$ cat config.mk
export PLATFORM = sky130hd
export DESIGN_NAME = tdm_demux2_1
export DESIGN_NICKNAME = d
export VERILOG_FILES = /design/src/rtl/tdm_pkg.sv /design/src/rtl/tdm_chan_reg.sv /design/src/rtl/tdm_demux2_1.sv
export SDC_FILE = /design/constraint.sdc
export NUM_CORES = 1
export LEC_CHECK = 0
export CORE_MARGIN = 4
export CORE_UTILIZATION = 40
export CTS_CLUSTER_SIZE = 40
export DETAILED_ROUTE_END_ITERATION = 6
export GPL_TIMING_DRIVEN = 0
export PLACE_DENSITY = 0.88
export SYNTH_ARGS = -nofsm -noshare
export SYNTH_HDL_FRONTEND = slang
export SYNTH_SLANG_ARGS = --single-unit
$ cat constraint.sdc
create_clock -name CLK -period 1.6 [get_ports CLK]
set_clock_uncertainty 0.2 [all_clocks]
set_input_delay 0.32 -clock CLK [delete_from_list [all_inputs] [get_ports CLK]]
set_output_delay 0.32 -clock CLK [all_outputs]
set_load 0.01 [all_outputs]
$ cat src/rtl/tdm_pkg.sv
`default_nettype none
// ============================================================================
// Module  : tdm_pkg
// Purpose : Shared definitions for the two-channel TDM link (TX mux and RX
//           demux sides): frame-tracking state codes, slot-kind codes and
//           default word / counter widths.
// Revision: 1.0 - initial release
// ============================================================================
package tdm_pkg;

    // Default geometry, shared with the TX mux side
    localparam int c_WIDTH_DEF = 8;
    localparam int c_CNT_W_DEF = 8;

    // Slot kinds within a frame
    localparam logic c_SLOT_A = 1'b0;
    localparam logic c_SLOT_B = 1'b1;

    // Receive frame-tracking state codes
    typedef logic [1:0] state_t;
    localparam state_t c_ST_HUNT  = 2'd0;  // no frame lock, waiting for Sof
    localparam state_t c_ST_EXP_A = 2'd1;  // next slot must be an A slot (Sof)
    localparam state_t c_ST_EXP_B = 2'd2;  // next slot must be a B slot

endpackage : tdm_pkg
`default_nettype wire

$ cat src/rtl/tdm_chan_reg.sv
`default_nettype none
// ============================================================================
// Module  : tdm_chan_reg
// Purpose : One-deep valid/ready output register for one demuxed channel.
//           A pushed word is captured when the register is empty or is being
//           drained in the same cycle; otherwise it is dropped and o_ovf
//           flags the drop combinationally in that same cycle.
// Ports   : clk, rst      - clock, synchronous active-high reset
//           i_push/i_data - new word offered this cycle
//           o_data/o_vld  - held word and its valid flag
//           i_rdy         - consumer takes the word when o_vld & i_rdy
//           o_ovf         - push refused because the held word is stuck
// Revision: 1.0 - initial release
// ============================================================================
module tdm_chan_reg #(
    parameter int WIDTH = 8
) (
    input  logic             clk,
    input  logic             rst,
    input  logic             i_push,
    input  logic [WIDTH-1:0] i_data,
    input  logic             i_rdy,
    output logic [WIDTH-1:0] o_data,
    output logic             o_vld,
    output logic             o_ovf
);

    logic [WIDTH-1:0] r_data;
    logic             r_vld;
    logic             w_accept;

    // Accept into an empty slot, or refill while the held word drains.
    assign w_accept = i_push & (~r_vld | i_rdy);
    assign o_ovf    = i_push & r_vld & ~i_rdy;

    always_ff @(posedge clk) begin
        if (rst) begin
            r_data <= '0;
            r_vld  <= 1'b0;
        end else if (w_accept) begin
            r_data <= i_data;
            r_vld  <= 1'b1;
        end else if (r_vld & i_rdy) begin
            r_vld  <= 1'b0;   // data left as-is after consumption
        end
    end

    assign o_data = r_data;
    assign o_vld  = r_vld;

endmodule : tdm_chan_reg
`default_nettype wire

$ cat src/rtl/tdm_demux2_1.sv
`default_nettype none
// ============================================================================
// Module  : tdm_demux2_1
// Purpose : Two-channel TDM receive demultiplexer. Splits a shared A/B slot
//           stream (Sof marks the A slot) into two independently handshaked
//           one-deep channel outputs, flagging misalignment and overflow on a
//           registered one-cycle Err pulse.
// Ports   : CLK, RST            - clock, synchronous active-high reset
//           Y, Yvld, Sof        - shared link word, valid, start-of-frame
//           A, Avld, Ardy       - channel A output handshake
//           B, Bvld, Brdy       - channel B output handshake
//           Err                 - misalignment / overflow pulse
//           FrameCnt, DropCnt   - saturating statistics
// Config  : TDM_DEMUX_STATS_EN  - when defined, FrameCnt/DropCnt are live
//                                 counters; otherwise they are tied to zero.
// Revision: 1.0 - initial release
// ============================================================================
module tdm_demux2_1
    import tdm_pkg::*;
#(
    parameter int WIDTH = c_WIDTH_DEF,
    parameter int CNT_W = c_CNT_W_DEF
) (
    input  logic             CLK,
    input  logic             RST,
    input  logic [WIDTH-1:0] Y,
    input  logic             Yvld,
    input  logic             Sof,
    output logic [WIDTH-1:0] A,
    output logic             Avld,
    input  logic             Ardy,
    output logic [WIDTH-1:0] B,
    output logic             Bvld,
    input  logic             Brdy,
    output logic             Err,
    output logic [CNT_W-1:0] FrameCnt,
    output logic [CNT_W-1:0] DropCnt
);

    state_t r_state;
    state_t w_state_nxt;
    logic   w_push_a;
    logic   w_push_b;
    logic   w_misalign;
    logic   w_ovf_a;
    logic   w_ovf_b;
    logic   r_err;

    // ------------------------------------------------------------------
    // Frame tracking
    // ------------------------------------------------------------------
    always_ff @(posedge CLK) begin
        if (RST) begin
            r_state <= c_ST_HUNT;
        end else begin
            r_state <= w_state_nxt;
        end
    end

    always_comb begin
        w_state_nxt = r_state;
        w_push_a    = 1'b0;
        w_push_b    = 1'b0;
        w_misalign  = 1'b0;
        if (Yvld) begin
            case (r_state)
                c_ST_HUNT: begin
                    // Non-Sof words while unlocked are discarded silently.
                    if (Sof) begin
                        w_push_a    = 1'b1;
                        w_state_nxt = c_ST_EXP_B;
                    end
                end
                c_ST_EXP_B: begin
                    if (!Sof) begin
                        w_push_b    = 1'b1;
                        w_state_nxt = c_ST_EXP_A;
                    end else begin
                        // Premature Sof: treat it as the A slot of a new frame.
                        w_misalign  = 1'b1;
                        w_push_a    = 1'b1;
                    end
                end
                c_ST_EXP_A: begin
                    if (Sof) begin
                        w_push_a    = 1'b1;
                        w_state_nxt = c_ST_EXP_B;
                    end else begin
                        // Missing Sof: lock is lost, word cannot be placed.
                        w_misalign  = 1'b1;
                        w_state_nxt = c_ST_HUNT;
                    end
                end
                default: begin
                    w_state_nxt = c_ST_HUNT;
                end
            endcase
        end
    end

    // ------------------------------------------------------------------
    // Channel output registers
    // ------------------------------------------------------------------
    tdm_chan_reg #(.WIDTH(WIDTH)) u_chan_a (
        .clk    (CLK),
        .rst    (RST),
        .i_push (w_push_a),
        .i_data (Y),
        .i_rdy  (Ardy),
        .o_data (A),
        .o_vld  (Avld),
        .o_ovf  (w_ovf_a)
    );

    tdm_chan_reg #(.WIDTH(WIDTH)) u_chan_b (
        .clk    (CLK),
        .rst    (RST),
        .i_push (w_push_b),
        .i_data (Y),
        .i_rdy  (Brdy),
        .o_data (B),
        .o_vld  (Bvld),
        .o_ovf  (w_ovf_b)
    );

    // Coincident misalignment and overflow merge into a single pulse.
    always_ff @(posedge CLK) begin
        if (RST) begin
            r_err <= 1'b0;
        end else begin
            r_err <= w_misalign | w_ovf_a | w_ovf_b;
        end
    end

    assign Err = r_err;

    // ------------------------------------------------------------------
    // Statistics
    // ------------------------------------------------------------------
`ifdef TDM_DEMUX_STATS_EN
    logic [CNT_W-1:0] r_frame_cnt;
    logic [CNT_W-1:0] r_drop_cnt;
    logic             w_frame_done;
    logic             w_drop;

    // A frame completes when its B slot is taken, even if B overflows.
    assign w_frame_done = w_push_b;
    // Only one channel is pushed per cycle, so at most one drop per cycle.
    assign w_drop       = w_ovf_a | w_ovf_b;

    always_ff @(posedge CLK) begin
        if (RST) begin
            r_frame_cnt <= '0;
            r_drop_cnt  <= '0;
        end else begin
            if (w_frame_done && (r_frame_cnt != '1)) begin
                r_frame_cnt <= r_frame_cnt + CNT_W'(1);
            end
            if (w_drop && (r_drop_cnt != '1)) begin
                r_drop_cnt <= r_drop_cnt + CNT_W'(1);
            end
        end
    end

    assign FrameCnt = r_frame_cnt;
    assign DropCnt  = r_drop_cnt;
`else
    assign FrameCnt = '0;
    assign DropCnt  = '0;
`endif

endmodule : tdm_demux2_1
`default_nettype wire

# Yosys cells after proc, flatten, opt, wreduce, memory -nomap -nowiden
# Cells that the tools add are included.
[totals]
output_inout_bits = 35
romBits = 0
inputBits = 14
word_cells = 47
mem_bits_rw = 0
memories = 0
regBits = 21
latch_bits = 0
[classes]
multipliers = 0
n_reduce_logical = 5
n_eq_ne = 4
muxes = 16
add_sub_neg = 0
n_bitwise = 16
shifts = 0
div = 0
n_lt_le_gt_ge = 0
[op_table]
columns = ["op", "n"]
rows = [
  ["$mux 1", 11],
  ["$and 1x1->1", 8],
  ["$mux 2", 3],
  ["$pmux 2 s3", 1],
  ["$ne 2x2->1 const B", 2],
  ["$not 1->1", 4],
  ["$or 1x1->1", 4],
  ["$reduce_bool 2->1", 2],
  ["$reduce_and 3->1", 1],
  ["$reduce_or 3->1", 1],
  ["$eq 2x1->1 const B", 1],
  ["$eq 2x2->1 const B", 1],
  ["$logic_not 2->1", 1],
  ["$pmux 1 s2", 1],
]

# Longest topological paths before layout
# Gate-level depths: netlist of the first run.
[depth]
depth_word = 8
depth_mapped = 4
ltp_nobuf = 3

# Modules after synthesis
# From an unflattened synthesis of the first run, not the netlist that was laid out.
[unflattened]
hier_cells = 112
area_unflattened_um2 = 1091.0
[by_module_without_submodules]
columns = ["module", "cells_each", "instances", "area_each_um2", "seq_area_each_um2"]
rows = [
  ["tdm_chan_reg", 40, 2, 412.9, 180.2],
  ["tdm_demux2_1", 32, 1, 265.3, 60.1],
]

# Worst setup path after synthesis of the first run
# OpenSTA, ideal clock, no wires.
[synth_path]
path_kind = "reg2reg"
startpoint = "register u_chan_a.r_vld (netlist: u_chan_a.o_vld)"
endpoint = "register r_err (netlist: Err)"
arrival_time_ns = 1.006
setup_ns = 0.074
required_time_ns = 1.326
slack_ns = 0.320
path_stages_with_launch = 5
path_cell_list = "dfxtp_1 > nand2b_4 > buf_6 > a211o_1 > a31oi_1"
[synth_via]
elab_chain_cells = 4
[synth_lines]
columns = ["element", "line_no", "source"]
rows = [
  ["start, declared", "tdm_chan_reg.sv:29", "logic r_vld;"],
  ["start signal, assigned", "tdm_chan_reg.sv:39", "r_vld <= 1'b0;"],
  ["start signal, assigned", "tdm_chan_reg.sv:42", "r_vld <= 1'b1;"],
  ["start signal, assigned", "tdm_chan_reg.sv:44", "r_vld <= 1'b0;"],
  ["$and 1x1->1 (2 in a row)", "tdm_chan_reg.sv:34", "assign o_ovf = i_push & r_vld & ~i_rdy;"],
  ["$or 1x1->1 (2 in a row)", "tdm_demux2_1.sv:131", "r_err <= w_misalign | w_ovf_a | w_ovf_b;"],
  ["end signal, assigned", "tdm_demux2_1.sv:131", ""],
  ["end, declared", "tdm_demux2_1.sv:47", "logic r_err;"],
]
# Every way passes these cells.
# A chain may end at the register's enable or synchronous reset.

# Worst setup path in the final report of the first run
[layout_path]
startpoint = "register u_chan_a.r_vld (netlist: u_chan_a.o_vld)"
endpoint = "output port Avld"
[layout_rtl]
columns = ["element", "line_no", "source"]
rows = [
  ["end, declared", "tdm_demux2_1.sv:30", "output logic Avld,"],
]
# No word-level cell between the ends.

==> out/results.ini, run 1 <==
[timing]
holdWs_ps=256
finalCritPeriodShare=0.924
rsz0062_at_grt=false
layout_min_cycle_time_ps=1480
fmax_mhz=676
hold_violations=0
finalSetupTns_ps=0
setup_viol=0
drv_slew=0

[finish]
drive_gt1_frac=0.178
nets=184
syn2layout_area_growth_pct=41.6
antenna_cells=0
final_util=0.590

[status]
status=finished, final reports clean

[yosys]
synth_edf_count=0
synthTopCellsByArea=dfxtp_1, buf_4, a21oi_1
ys_async_sr_fraction=0
yosysMostFrequentCell=dfxtp_1
netlist_area_mm2=0.00102
seq_area_frac_synth=0.411
synth_top_cell_area_share=0.411
ys_types=22
synth_area_per_cell_um2=8.67
synth-seq-cells=21
yosys_warnings=0
synthCells=118
synth_ff_type=dfxtp_1
synthTopCellsByCount=dfxtp_1, a21oi_1, buf_4
yosys.area.top_type=dfxtp_1

[worst_setup_path]
critical-path-top-delay-family=flip-flops
slowest_stage=dfxtp_2
cpPeakStageDelay_ps=370
cp_data_required_time_ps=1080
worst-path-max-fanout=3
reg2reg_setup_slack_ps=200
rr_worst_depth=4
startpoint_type=register
path_depth=1
crit_type=register to primary output
r2r_end=u_chan_b.o_data[7]$_SDFFE_PP0P_
cp.arrival_ps=960
end_kind=primary output
crit-reg2reg-launch=r_state[0]$_SDFFE_PP0P_
crit_chain=dlygate4sd2_1
crit_buf_inv=1

[detailed_routing]
drtIter0Drc=35
drc=0
wl_um=2570
avgRoutedWirePerCell_um=12.9
drt_first_pass_iters=4
routed_via_density=5.05
vias=1005
ant_nets=0

[global_route]
antenna_found_initial=0
grt_pass1_wl_um=4150
grt_max_degree=12
grt_use_total=0.154
grt_pass1_vias=980
gr-total-overflow=0
grt-busiest-layer=met2
met3_usage=0.0197
use_met2=0.270
use_met1=0.183

[pwr]
p_leak_nw=0.681
power_w=0.000986
powerDensity_mw_per_mm2=681
vdd_drop_max_v=0.000447

[worst_hold_path]
worstHoldStart=Yvld
worstHoldEndpoint=Err$_SDFF_PP0_
hold_depth=3
hold_path.class=primary input to register

[clock_network]
cts_root_buf=clkbuf_4
h-tree-depth=1
cts_setup_buffers=0
clock_latency_ps=310
cts_buffer_depth=2
cts_made_buffers=3
clkSlewWorstSetupHoldPaths_ps=110
cts_sinks=21
cts_tree=built

[job]
max_cap_violations=0

[floorplanning]
start_util=0.417
fp.dieH_um=58.6
dieArea_mm2=0.00343
core_mm2=0.00245
rows=18
io-pin-count=49
die_x_um=58.6

[placed_design]
gp_congestion=0.752
dp_hpwl_um=2040
io_buffers=32

==> how the worst max path moves through the flow <==
stage	startpoint	slack [ps]	endpoint
6_report	u_chan_a.o_vld$_SDFFE_PP0P_	120	Avld
5_1_grt	Brdy	50	u_chan_b.o_data[4]$_SDFFE_PP0P_
4_1_cts	Yvld	60	u_chan_a.o_data[0]$_SDFFE_PP0P_
3_5_place_dp	Yvld	-280	u_chan_b.o_data[7]$_SDFFE_PP0P_
3_3_place_gp	Yvld	-200	u_chan_a.o_data[3]$_SDFFE_PP0P_
2_1_floorplan	u_chan_a.o_vld$_SDFFE_PP0P_	320	Err$_SDFF_PP0_
==> metrics by stage <==
stage	setup WS, ps	cells	area (um^2)
final	121	199	1450
after global routing	47.0	199	1450
after CTS	57.4	199	1440
after detailed placement	-284	195	1440
after global placement	-196	195	1440
after floorplan	320	133	1080
==> repair_timing <==
| action | CTS | global route |
|---|---|---|
| setup endpoints to repair | 19 | 10 |
| resized for setup | 20 | 3 |
| hold buffers | 0 | 0 |
==> power by group <==
group	switching, W	total, W	internal (W)
sequential	0.0000106	0.000550	0.000540
combinational	0.0000837	0.000176	0.0000926
clock	0.000162	0.000260	0.0000975
==> layer usage <==
layer,part of all wire,vias up
li1,-,494
met1,0.37,461
met2,0.53,41
met3,0.069,9
met4,0.030,0
met5,0,-
==> placed cells by master (no fill, tap or decap), types with 2 or more instances in the layout <==
cell,netlist,layout
dfxtp_1,21,20
a21oi_1,20,20
dlygate4sd2_1,0,19
buf_4,17,17
conb_1,1,16
clkdlybuf4s50_1,0,11
nand3_1,8,8
o21ai_0,8,8
nand4_1,8,8
o31ai_1,8,8
clkbuf_1,3,4
nand2_1,5,4
nand2b_1,3,3
buf_2,3,3
clkbuf_4,0,3
and2b_2,2,2
and2_1,2,2
buf_6,2,2
dlymetal6s2s_1,0,2
==> kinds of logic after synthesis <==
group                  share of synthesized area
and+or+nand+nor                            0.191
AOI/OAI and AO/OA                          0.219
buffers and inverters                      0.176
other                                    0.00366
DFF                                        0.411
==> flip-flops by register name, summed over array words and instances, names as in the netlist <==
register	flops
r_state	2
u_chan_b.o_vld	1
u_chan_b.o_data	8
u_chan_a.o_data	8
u_chan_a.o_vld	1
Err	1
==> worst min-delay path: stages <==
cell,delay [ps]
dlymetal6s2s_1,200
o2111ai_1,120
a31oi_1,90
==> final cells by class <==
| class | instances | area, um^2 |
|---|---|---|
| repair buffers | 32 | 302 |
| plain buffers | 25 | 176 |
| flip-flops and latches | 21 | 422 |
| clock buffers | 4 | 26.3 |
| inverters | 1 | 3.75 |
| fillers | 232 | 1010 |
| multi-input cells | 86 | 482 |
| well taps | 30 | 37.5 |
Note: power is estimated with default switching activity, not from simulation.
==> run 2: changes to the inputs <==
Settings changed: SKIP_CTS_REPAIR_TIMING set to 1.
==> run 2 against run 1 <==
Compared with the run above: final cell count stayed put; maximum frequency is 1.0% higher; count of clock-buffer cells in the layout stayed put; register-to-register slack hardly changed; sequential power hardly changed; largest cell class is now buffers; clock power hardly changed; hold slack better by 3.1 ps; sequential cell count stayed put.
==> out/results.ini, run 2 (synthesis results as in run 1) <==
[clock_network]
h-tree-depth=1
cts_made_buffers=3
cts_root_buf=clkbuf_4
clock_latency_ps=310
cts_buffer_depth=2
cts_tree=built
clkSlewWorstSetupHoldPaths_ps=110
cts_sinks=21

[placed_design]
gp_congestion=0.752
dp_hpwl_um=2040
place_ws_ps=-284
post-place-cells=195
io_buffers=32

[global_route]
grt_use_total=0.154
grt_pass1_wl_um=4170
grt_pass1_vias=981
antenna_found_initial=0
gr-total-overflow=0
grt_max_degree=12

[floorplanning]
start_util=0.417
core_mm2=0.00245
dieArea_mm2=0.00343
die_x_um=58.6
fp.dieH_um=58.6
io-pin-count=49
rows=18

[timing]
drv_slew=0
rsz0062_at_grt=false
finalCritPeriodShare=0.915
layout_min_cycle_time_ps=1460
setup_viol=0
worst_slack_ps=136
fmax_mhz=683
hold_violations=0

[pwr]
power_w=0.000992
p_leak_nw=0.932
vdd_drop_max_v=0.000443
powerDensity_mw_per_mm2=652

[worst_setup_path]
crit_chain=clkdlybuf4s50_1, and2b_2, buf_6, o31ai_1, a21oi_1
crit_type=primary input to register
cpPeakStageDelay_ps=470
end_kind=register
worst-path-max-fanout=9
slowest_stage=clkdlybuf4s50_1
cp.arrival_ps=1450
cp_data_required_time_ps=1580
startpoint_type=primary input

[detailed_routing]
ant_nets=0
wl_um=2640
drtIter0Drc=30
routed_via_density=5.10
drt_first_pass_iters=5
drc=0
avgRoutedWirePerCell_um=13.3
vias=1014

[job]
max_cap_violations=0

[finish]
layout_common_cells=dlymetal6s2s_1, dfxtp_1, a21oi_1
nets=184
drive_gt1_frac=0.178
final_common_cell=dlymetal6s2s_1
stdcell_count=199
final_util=0.619
antenna_cells=0
syn2layout_area_growth_pct=48.5

[status]
status=finished, final reports clean

[worst_hold_path]
hold_path.class=primary input to register

## run 2: cell count changes in the layout (fill, tap and decap cells not counted), sizes merged
cell,delta
dlygate4sd2,-19
dlymetal6s2s,+19
## run 2: worst paths after layout
path	from	endpoint	slack [ps]	cells past startpoint
setup / recovery	Ardy	u_chan_a.o_data[7]$_SDFFE_PP0P_	140	5
hold / removal	Yvld	Err$_SDFF_PP0_	260	3
setup reg to reg	r_state[1]$_SDFFE_PP0P_	u_chan_b.o_data[7]$_SDFFE_PP0P_	190	4
hold reg to reg	u_chan_a.o_data[2]$_SDFFE_PP0P_	u_chan_a.o_data[2]$_SDFFE_PP0P_	280	2
## run 2: power breakdown
part | total [W] | switching (W) | leakage [nW] | internal, W
Clock | 0.000257 | 0.000160 | 0.0150 | 0.0000974
Sequential | 0.000551 | 0.0000110 | 0.171 | 0.000540
Combinational | 0.000183 | 0.0000845 | 0.746 | 0.0000989
Total | 0.000992 | 0.000255 | 0.932 | 0.000736
## run 2: area by class of cell
type | count | area, um^2
plain buffers | 25 | 176
clock buffers | 4 | 26.3
fillers | 209 | 935
inverters | 1 | 3.75
multi-input cells | 86 | 482
flip-flops and latches | 21 | 422
well taps | 30 | 37.5
repair buffers | 32 | 373
## run 2: through the flow
step,setup TNS [ps],instance area [um^2],hold slack (ps)
floorplan,0,1080,189
global placement,-3180,1440,258
detailed placement,-4810,1440,267
CTS,-2420,1460,283
global route,0,1520,298
finish,0,1520,260
## run 2: critical path, delay by kind of cell
kind	cells	cell delay, ps
AO/OA/AOI/OAI	2	310
AND/OR/NAND/NOR	1	220
buffers and inverters	2	600
## run 2: metal layers
layer  global-route usage  routed length, um
met3               0.0197                181
met4               0.0777                 97
met5                    0                  0
met2                0.270               1380
met1                0.184                990
